==> src/rtl/seven_seg_pkg.sv <==
`default_nettype none
// ============================================================================
// Module      : seven_seg_pkg
// Description : Shared constants for the 4-digit seven-segment driver:
//               hex font (active-low, dp bit set), counter widths, the
//               blank pin pattern and an anode-decode helper.
// Ports       : none (package)
// Revision    : 1.0 - initial release
// ============================================================================
package seven_seg_pkg;

  localparam int DIGITS  = 4;
  localparam int DIGIT_W = 2;
  localparam int PAGES   = 8;
  localparam int PAGE_W  = 3;
  localparam int ANODE_W = 4;
  localparam int SEG_W   = 7;
  localparam int PIN_W   = 12;

  typedef logic [DIGIT_W-1:0] digit_t;
  typedef logic [PAGE_W-1:0]  page_t;

  // All anodes and cathodes high: every digit dark.
  localparam logic [PIN_W-1:0] BLANK = 12'hFFF;

  // Font byte {dp,g,f,e,d,c,b,a}, active-low; entry n sits at bits [8n+7:8n].
  localparam logic [15:0][7:0] FONT = {
    8'h8E, 8'h86, 8'hA1, 8'hC6, 8'h83, 8'h88, 8'h90, 8'h80,
    8'hF8, 8'h82, 8'h92, 8'h99, 8'hB0, 8'hA4, 8'hF9, 8'hC0
  };

  // One-hot-low anode vector for digit position k.
  function automatic logic [ANODE_W-1:0] anode_for(input digit_t k);
    logic [ANODE_W-1:0] an;
    an    = '1;
    an[k] = 1'b0;
    return an;
  endfunction

endpackage
`default_nettype wire

==> src/rtl/hex_to_seg.sv <==
`default_nettype none
// ============================================================================
// Module      : hex_to_seg
// Description : Combinational hex-digit to seven-segment decoder.
// Ports       : nibble [3:0] in  - hex value to show
//               seg    [6:0] out - active-low segments {g,f,e,d,c,b,a}
// Revision    : 1.0 - initial release
// ============================================================================
module hex_to_seg
  import seven_seg_pkg::*;
(
  input  logic [3:0]       nibble,
  output logic [SEG_W-1:0] seg
);

  // An X/Z nibble deliberately yields X segments rather than a guessed glyph.
  assign seg = FONT[nibble][SEG_W-1:0];

endmodule
`default_nettype wire

==> src/rtl/seven_seg_driver.sv <==
`default_nettype none
// ============================================================================
// Module      : seven_seg_driver
// Description : Time-multiplexed driver for a 4-digit common-anode display.
//               Shows a 128-bit word as 32 hex digits, four per page,
//               paging through eight pages automatically.
// Ports       : system1000       in   clock
//               system1000_rstn  in   asynchronous active-low reset
//               outputs_i1[127:0] in  value to display (nibble n = [4n+3:4n])
//               bodyVar_o[11:0]  out  registered pins: [11:8] anodes an3..an0,
//                                     [7:0] cathodes {dp,g..a}, all active-low
// Revision    : 1.0 - initial release
// ============================================================================
module seven_seg_driver
  import seven_seg_pkg::*;
#(
  parameter int unsigned REFRESH_DIV = 16384,
  parameter int unsigned PAGE_HOLD   = 256
) (
  input  logic               system1000,
  input  logic               system1000_rstn,
  input  logic [127:0]       outputs_i1,
  output logic [PIN_W-1:0]   bodyVar_o
);

  // Counters need at least one bit even when the divisor is 1.
  localparam int TICK_W = (REFRESH_DIV > 1) ? $clog2(REFRESH_DIV) : 1;
  localparam int SCAN_W = (PAGE_HOLD > 1)   ? $clog2(PAGE_HOLD)   : 1;
  localparam logic [TICK_W-1:0] TICK_LAST = TICK_W'(REFRESH_DIV - 1);
  localparam logic [SCAN_W-1:0] SCAN_LAST = SCAN_W'(PAGE_HOLD - 1);

  logic [TICK_W-1:0] tick_cnt;
  logic [SCAN_W-1:0] scan_cnt;
  digit_t            digit;
  page_t             page;
  logic [PIN_W-1:0]  pins_q;

  logic [3:0]        nibble;
  logic [SEG_W-1:0]  seg;
  logic              dp_n;
  logic              tick_last;
  logic              scan_last;
  logic              digit_last;

  // Nibble index n = 4*page + digit, so the bit offset is {page,digit,2'b00}.
  assign nibble     = outputs_i1[{page, digit, 2'b00} +: 4];
  assign dp_n       = ~((page == '0) && (digit == '0));
  assign tick_last  = (tick_cnt == TICK_LAST);
  assign scan_last  = (scan_cnt == SCAN_LAST);
  assign digit_last = (digit == digit_t'(DIGITS - 1));

  hex_to_seg u_hex_to_seg (
    .nibble (nibble),
    .seg    (seg)
  );

  // Pins load from the counter values present at the edge, so the first
  // edge after reset shows page 0 / digit 0 while the counters move on.
  always_ff @(posedge system1000 or negedge system1000_rstn) begin
    if (!system1000_rstn) begin
      tick_cnt <= '0;
      scan_cnt <= '0;
      digit    <= '0;
      page     <= '0;
      pins_q   <= BLANK;
    end else begin
      pins_q <= {anode_for(digit), dp_n, seg};
      if (tick_last) begin
        tick_cnt <= '0;
        digit    <= digit + 2'd1;
        if (digit_last) begin
          if (scan_last) begin
            scan_cnt <= '0;
            page     <= page + 3'd1;
          end else begin
            scan_cnt <= scan_cnt + SCAN_W'(1);
          end
        end
      end else begin
        tick_cnt <= tick_cnt + TICK_W'(1);
      end
    end
  end

  assign bodyVar_o = pins_q;

endmodule
`default_nettype wire

==> config.mk <==
export PLATFORM = sky130hd
export DESIGN_NAME = seven_seg_driver
export DESIGN_NICKNAME = d
export VERILOG_FILES = /design/src/rtl/seven_seg_pkg.sv /design/src/rtl/hex_to_seg.sv /design/src/rtl/seven_seg_driver.sv
export SDC_FILE = /design/constraint.sdc
export NUM_CORES = 1
export LEC_CHECK = 0
export ABC_AREA = 0
export CAP_MARGIN = 30
export CORE_UTILIZATION = 42
export DETAILED_ROUTE_END_ITERATION = 10
export HOLD_SLACK_MARGIN = 0.03
export PLACE_DENSITY_LB_ADDON = 0.12
export SLEW_MARGIN = 20
export SYNTH_ARGS = -nofsm -noshare
export SYNTH_HDL_FRONTEND = slang
export SYNTH_SLANG_ARGS = --single-unit
export TNS_END_PERCENT = 1
==> constraint.sdc <==
create_clock -name system1000 -period 3.1 [get_ports system1000]
set_input_delay 0.465 -clock system1000 [delete_from_list [all_inputs] [get_ports system1000]]
set_output_delay 0.465 -clock system1000 [all_outputs]
set_load 0.1 [all_outputs]
# Word-level counts from Yosys, hierarchy flattened
# Memory sizes are Yosys's and may differ from the RTL's. A register that Yosys moved wholly into a read port is not among the register bits.
# Cells that the tools add are included.
[totals]
register_bits = 39
romBits = 128
input_bits = 130
out_inout_bits = 12
elab_cells = 31
n_memories = 1
[memory_table]
columns = ["name", "words", "word_bits", "read_ports", "rd_clocked_by_memory_dff", "wr", "line_no", "source"]
rows = [
  ["(no name shown)", 16, 8, 1, 1, 0, "hex_to_seg.sv:17", "assign seg = FONT[nibble][SEG_W-1:0];"],
]
[classes]
add_sub_neg = 4
magnitude_cmp = 3
n_eq_ne = 3
shifts = 1
mux = 5
bitwise = 2
n_reduce_logical = 7
[ops]
columns = ["op", "n"]
rows = [
  ["$shiftx 128x8->4", 1],
  ["$add 14x1->14 const B", 1],
  ["$eq 14x14->1 const B", 1],
  ["$mux 14", 1],
  ["$add 8x1->8 const B", 1],
  ["$eq 8x8->1 const B", 1],
  ["$mux 8", 1],
  ["$mux 7", 1],
  ["$lt 4x5->1 const B", 1],
  ["$not 4->4", 1],
  ["$add 3x1->3 const B", 1],
  ["$logic_not 3->1", 1],
  ["$lt 2x3->1 const B", 1],
  ["$reduce_and 3->1", 1],
  ["$add 2x1->2 const B", 1],
  ["$demux 1 s2", 1],
  ["$eq 2x2->1 const B", 1],
  ["$ge 2x1->1 const B", 1],
  ["$logic_and 1x1->1", 2],
  ["$logic_not 2->1", 1],
  ["$reduce_and 2->1", 1],
  ["$logic_not 1->1", 1],
  ["$mux 1", 1],
  ["$not 1->1", 1],
]

# Logic depth before layout (Yosys ltp)
[logic_depth]
depth_word = 5
ltp_mapped = 10
mapped_depth_nobuf = 8

# Modules after synthesis
# From an unflattened synthesis, not the netlist that was laid out.
[hier_totals]
hier_cells = 234
area_unflattened_um2 = 2957.8
[by_module_without_submodules]
columns = ["module", "n_inst", "cells_per_inst", "area_per_inst_um2", "seq_area_each_um2"]
rows = [
  ["seven_seg_driver", 1, 202, 2682.6, 991.0],
  ["hex_to_seg", 1, 32, 275.3, 0.0],
]

# Worst setup path after synthesis
# Ideal clock, no wire load.
[synth_path]
kind = "register to register"
startpoint = "reg page[0]"
endpoint = "reg pins_q[4] (netlist: bodyVar_o[4])"
setup_time_ns = 0.077
t_arrival_ns = 2.745
required_ns = 3.023
path_slack_ns = 0.278
path_stages_with_launch = 11
path_buffers = 2
period_less_slack_ns = 2.822
cell_sequence = "dfrtp_1 -> clkbuf_1 -> clkbuf_1 -> mux4_2 -> mux4_2 -> mux2i_2 -> inv_1 -> ha_1 -> inv_1 -> mux2i_1 -> a21o_1"
[synth_via]
elab_chain_len = 1
[synth_lines]
columns = ["element", "line_no", "source"]
rows = [
  ["start: declaration", "seven_seg_driver.sv:35", "page_t page;"],
  ["start signal: assignment", "seven_seg_driver.sv:74", "page <= page + 3'd1;"],
  ["$shiftx 128x8->4", "seven_seg_driver.sv:46", "assign nibble = outputs_i1[{page, digit, 2'b00} +: 4];"],
  ["end: declaration", "seven_seg_driver.sv:36", "logic [PIN_W-1:0] pins_q;"],
]
# Every way passes these cells.
# A chain may end at the register's enable or synchronous reset.

# Final worst setup path
[layout_path]
startpoint = "reg digit[1]"
endpoint = "reg pins_q[4] (netlist: bodyVar_o[4])"
[layout_via]
elab_chain_len = 1
[layout_lines]
columns = ["element", "line_no", "source"]
rows = [
  ["start: declaration", "seven_seg_driver.sv:34", "digit_t digit;"],
  ["start signal: assignment", "seven_seg_driver.sv:70", "digit <= digit + 2'd1;"],
  ["$shiftx 128x8->4", "seven_seg_driver.sv:46", ""],
]
# Every way passes these cells.

==> run summary <==
Initial DRC count: 96
Max Slew Vio Count: 0
CTS tree: done
Vias: 2,450
NumNets Final: 513
Largest area contributor in the netlist: dfrtp_1
Root buf cell: clkbuf_8
Commonest non-fill, non-tap cell in the layout: clkdlybuf4s50_1
Layout area overhead: 53.7%
Synth top area cells: dfrtp_1 23%, mux4_2 23%, dfstp_2 11%, mux4_1 8.0%, ha_1 5.9%
F_max: 0.364 GHz
Syn avg cell area: 13.2 um2
Hold Path Class: reg2reg
Design Area, Final: 4550 um2
Avg WL per Cell: 16.1 um
Yosys cell types: 41
Post-synth EDFFs: 0
Drt pass-1 iters: 4
Crit-path cells: buf_12 -> mux4_2 -> mux4_2 -> mux2i_2 -> inv_1 -> ha_1 -> inv_1 -> mux2i_1 -> a21o_1
Clock share of power: 27.8%
Slew @ Worst Pin: 0.527 ns
Setup_tns: 0 ns
Synthesized area: 2960 um2
RD Place Congestion: 0.825
CTS H-Tree Depth: 2
Post-CTS Hold Fix Bufs: 0
Commonest non-fill, non-tap cells in the layout: 129 x clkdlybuf4s50_1, 30 x mux4_2, 26 x dfrtp_1, 18 x buf_4, 14 x ha_1
PD cells: 260 nW/um2
Synth Flop Type: dfrtp_1
Buffer depth of the longest clock path: 2
Share of layout cells above drive strength 1: 21.1%
Async SR Flop Fraction: 100%
Die footprint: 7390 um2
Critical path class: reg2reg
Gr usage total: 22.3%
Startpoint Class: flop
Internal power: 0.882 mW
Final hold violations: 0
Crit. End Element: flop
Clock tree sinks: 39
Core area: 6790 um2
Critical Path Fanout Max: 36
Switch Pwr: 0.299 mW
Sequential share of power: 44.5%
Total CTS buffers: 5
Vias in the first global route: 2,692
Number of setup buffers added after CTS: 0
Via density: 5.26
RSZ-0062 raised after global routing: no
Total Wirelength: 7.50 mm
Horiz. Die Dim: 86.0 um
Status: finished clean
Critical Path Slowest Stage Cell: mux4_2
Remaining DRCs: 0
YS warnings: 0
Post-Synthesis Cells: 224
Switching share of power: 25.3%
Clock Latency Late Sink: 0.29 ns
Worst EP required: 3.32 ns
P_leak: 1.82 nW
Effective utilization at floorplan: 43.6%
Chip height: 86.0 um
WP data arrival: 2.96 ns
Rel. slew slack: 64.1%
Skew final: 0.00802 ns
Gate power share: 27.7%
Synth top area share: 22.8%
Gr ovfl total: 0
Final Power: 1.18 mW
Total of max-cap violations: 0
VDD IR max: 0.000172 V
Largest net degree at the start of global routing: 40
PortBufs: 141
Detailed placer's ending HPWL: 6.32 mm
Final min period: 2.75 ns
CTS resizes: 0
Cell Area, Placed: 4460 um2
Post-synth net total: 368
# rows: 30
First-pass GRT wire length: 12.5 mm
DRT antenna net count: 0
Antenna diodes: 0
IO Count: 142
Critical Path Max Stage Delay: 0.55 ns
Number of synthesized register bits: 39
Final period util: 88.6%
Final Util: 67.0%
Register area share after synthesis: 33.5%
Initial antenna violation count: 0
Setup Viol. Count Final: 0
Clk slew on worst S/H paths: 0.08 ns
==> critical path, delay by kind of cell (launching register included) <==
family | cells | cell delay [ns]
fa+ha+maj | 1 | 0.24
compound gates | 1 | 0.20
flops | 1 | 0.38
buf+inv | 3 | 0.46
mux | 4 | 1.38
==> through the flow <==
stage	worst slack (ns)	hold WS (ns)	cells
6_report	0.355	0.468	466
5_1_grt	0.195	0.503	466
4_1_cts	0.322	0.471	466
3_5_place_dp	0.169	0.457	458
3_3_place_gp	0.266	0.454	458
2_1_floorplan	0.278	0.169	224
==> final timing paths <==
kind                                       from      endpoint  slack, ns  cells past startpoint
worst min-delay path               tick_cnt[12]  tick_cnt[12]       0.47                      1
worst min register to register     tick_cnt[12]  tick_cnt[12]       0.47                      1
worst max register to register         digit[1]  bodyVar_o[4]       0.35                      9
worst max-delay path                   digit[1]  bodyVar_o[4]       0.35                      9
max in group asynchronous       system1000_rstn      digit[1]       2.14                      2
min in group asynchronous       system1000_rstn   scan_cnt[5]       0.61                      2
==> state kept, by name (all words and copies together) (netlist names) <==
signal	count
page	3
scan_cnt	8
tick_cnt	14
digit	2
bodyVar_o	12
==> cell type report <==
type | count | area [um2]
Inverter | 15 | 56.3
Multi-Input combinational cell | 159 | 1830
Clock buffer | 6 | 72.6
Tap cell | 96 | 120
Clock inverter | 2 | 12.5
Sequential cell | 39 | 992
Timing Repair Buffer | 149 | 1470
Fill cell | 535 | 2240
==> metal layers <==
metal | vias to the layer above | GRT usage [%] | wire length [um]
li1 | 1150 | - | -
met1 | 1203 | 24.4 | 2880
met2 | 86 | 41.9 | 3970
met3 | 11 | 6.45 | 521
met4 | 0 | 6.21 | 133
met5 | - | 0 | 0
==> cell usage after synthesis (6+ instances only) <==
cell and instances:
inv_1 13, ha_1 14, mux2i_1 12, and3_1 7
dfrtp_1 27, xnor2_1 12, mux4_1 9, nand2_1 12
mux4_2 30, dfstp_2 12, nand3_1 9, nor2_1 12
xor2_1 6
==> power groups by stage <==
stage               logic (mW)  clock network, mW  registers, mW
detailed placement       0.330                  0          0.535
finish                   0.328              0.329          0.525
global placement         0.324                  0          0.535
CTS                      0.331              0.339          0.526
global route             0.349              0.361          0.526
floorplan               0.0716                  0          0.600
==> logic make-up (layout without fill, tap and decap cells) <==
family / Yosys count / in the layout / synth area share [%]
adder cells (fa/ha/maj): 14 / 14 / 5.92
XOR/XNOR: 18 / 18 / 5.33
AO/OA/AOI/OAI: 15 / 15 / 3.59
AND/OR/NAND/NOR: 56 / 56 / 9.72
multiplexers: 56 / 56 / 37.2
buffers and inverters: 26 / 172 / 4.73
flip-flops: 39 / 39 / 33.5
(Power assumes the default switching activity.)
==> edit: new RTL, same settings <==
The parameter `PAGE_HOLD` goes from 256 to 512.
--- a/src/rtl/seven_seg_driver.sv
+++ b/src/rtl/seven_seg_driver.sv
@@ -17,3 +17,3 @@
   parameter int unsigned REFRESH_DIV = 16384,
-  parameter int unsigned PAGE_HOLD   = 256
+  parameter int unsigned PAGE_HOLD   = 512
 ) (
Check against the original RTL: same outputs for any inputs over 10 cycles, from zero or initial values and one cycle with system1000_rstn low; that may be too few to reach the edited logic, so the function may still have changed.
==> edit against the unedited design <==
Critical path depth shrank 3. Final area grew 0.88%. Worst hold slack lost 0.18 ns. Highest routed layer unchanged. Non-clock buffer count shrank 3. Power grew 8.6%. Critical path type unchanged. Worst setup slack gained 0.017 ns. Wire length grew 6.4%. Synthesized area grew 2.7%. Sequential cell count grew 1.
==> edit: results (changes against the unedited design) <==
power_and_ir_drop:
  p_int_mw: 0.976  # +11%
  seq_power_mw: 0.538  # +2%
  max-vdd-ir-drop_uv: 200  # +17%
  switchingPower_mw: 0.307  # +2.5%
  pwr-share-clk_pct: 32.5  # +4.7 points
worst_hold_path:
  hp-class: "in -> async"
synth:
  syn-num-nets: 381  # +3.5%
  yosys_warnings: 0  # unchanged
  synthTopCellsByCount: "mux4_2, dfrtp_1, nor2_1"
  yosysSeqAreaShare_pct: 33.4  # -0.072 points
  synth.distinct_cells: 37  # -9.8%
global_route:
  use_met3_pct: 4.93  # -1.5 points
  grt_use_total_pct: 22.9  # +0.54 points
  met2_usage_pct: 40.8  # -1.1 points
  grtUsageMet1_pct: 28.6  # +4.2 points
  grt_pass1_vias: 2640  # -1.9%
  grt_max_degree: 41  # +2.5%
  grt_pass1_wl_um: 13000  # +4.1%
drt:
  routedWlPerCell_um: 16.9  # +5.3%
  wl_met1_um: 3320  # +15%
  firstDrtPassIters: 4  # unchanged
  route.met2.wl_um: 4130  # +4.0%
  drt_iter0_drc: 35  # -64%
final_layout:
  nets: 519  # +1.2%
  final_util_pct: 66.4  # -0.51 points
  fillers: 550  # +2.8%
setup_path:
  critPathMaxStageDelay_ns: 0.62  # +0.07 ns
  cp_slowest_cell: "mux4_1"
  r2r_cells: 6  # -3
  cp.arrival_ns: 2.92  # -0.04 ns
  regToRegSetupSlack_ns: 0.37  # +0.02 ns
timing:
  relSlewSlack_pct: 42.3  # -22 points
  finClkSkew_ns: 0.00518  # -0.00284 ns
outcome:
  status: "completed"
place:
  gp_congestion: 0.828  # +0.39%
-- edit: changes by cell type after synthesis, moves of 2 or more --
| cell | unedited run | this run |
|---|---|---|
| inv_1 | 13 | 11 |
| nor2_1 | 12 | 17 |
| nand2b_1 | 0 | 5 |
| nand2_1 | 12 | 9 |
| and4_1 | 2 | 0 |
| xnor2_1 | 12 | 10 |
| o31ai_1 | 1 | 3 |
| buf_4 | 3 | 1 |
| clkbuf_1 | 5 | 8 |
| buf_6 | 2 | 4 |
| o21ai_1 | 5 | 14 |
-- edit: stage by stage --
stage                     setup WS, ns  instance area (sq um)  std cells
after global routing             0.258                   4590        471
after floorplan                  0.411                   3040        236
final                            0.371                   4590        471
after detailed placement         0.230                   4480        463
after global placement           0.278                   4480        463
after CTS                        0.385                   4590        471
-- edit: cells by family after synthesis --
logic type	Yosys count	synth area share, %
flops	40	33.4
simple gates	59	9.75
mux	55	36.3
xor+xnor	15	4.32
fa+ha+maj	15	6.17
compound gates	23	4.81
buf+inv	29	5.27
-- edit: final cells by class --
type                       instances  area, sq um  share of cell area [%]
multi-input combinational        167         1870                    40.6
sequential                        40         1020                    22.2
timing repair buffer             146         1430                    31.1
clock buffer                       6         72.6                    1.58
clock inverter                     2         35.0                   0.763
inverter                          14         52.6                    1.15
tap                               96          120                    2.62
-- edit: worst reg2reg max path: stages, from the launching register on --
cell	delay (ns)
dfrtp_2	0.37
buf_12	0.24
mux4_1	0.66
mux4_2	0.51
mux2i_4	0.46
mux2i_1	0.27
o32ai_1	0.13
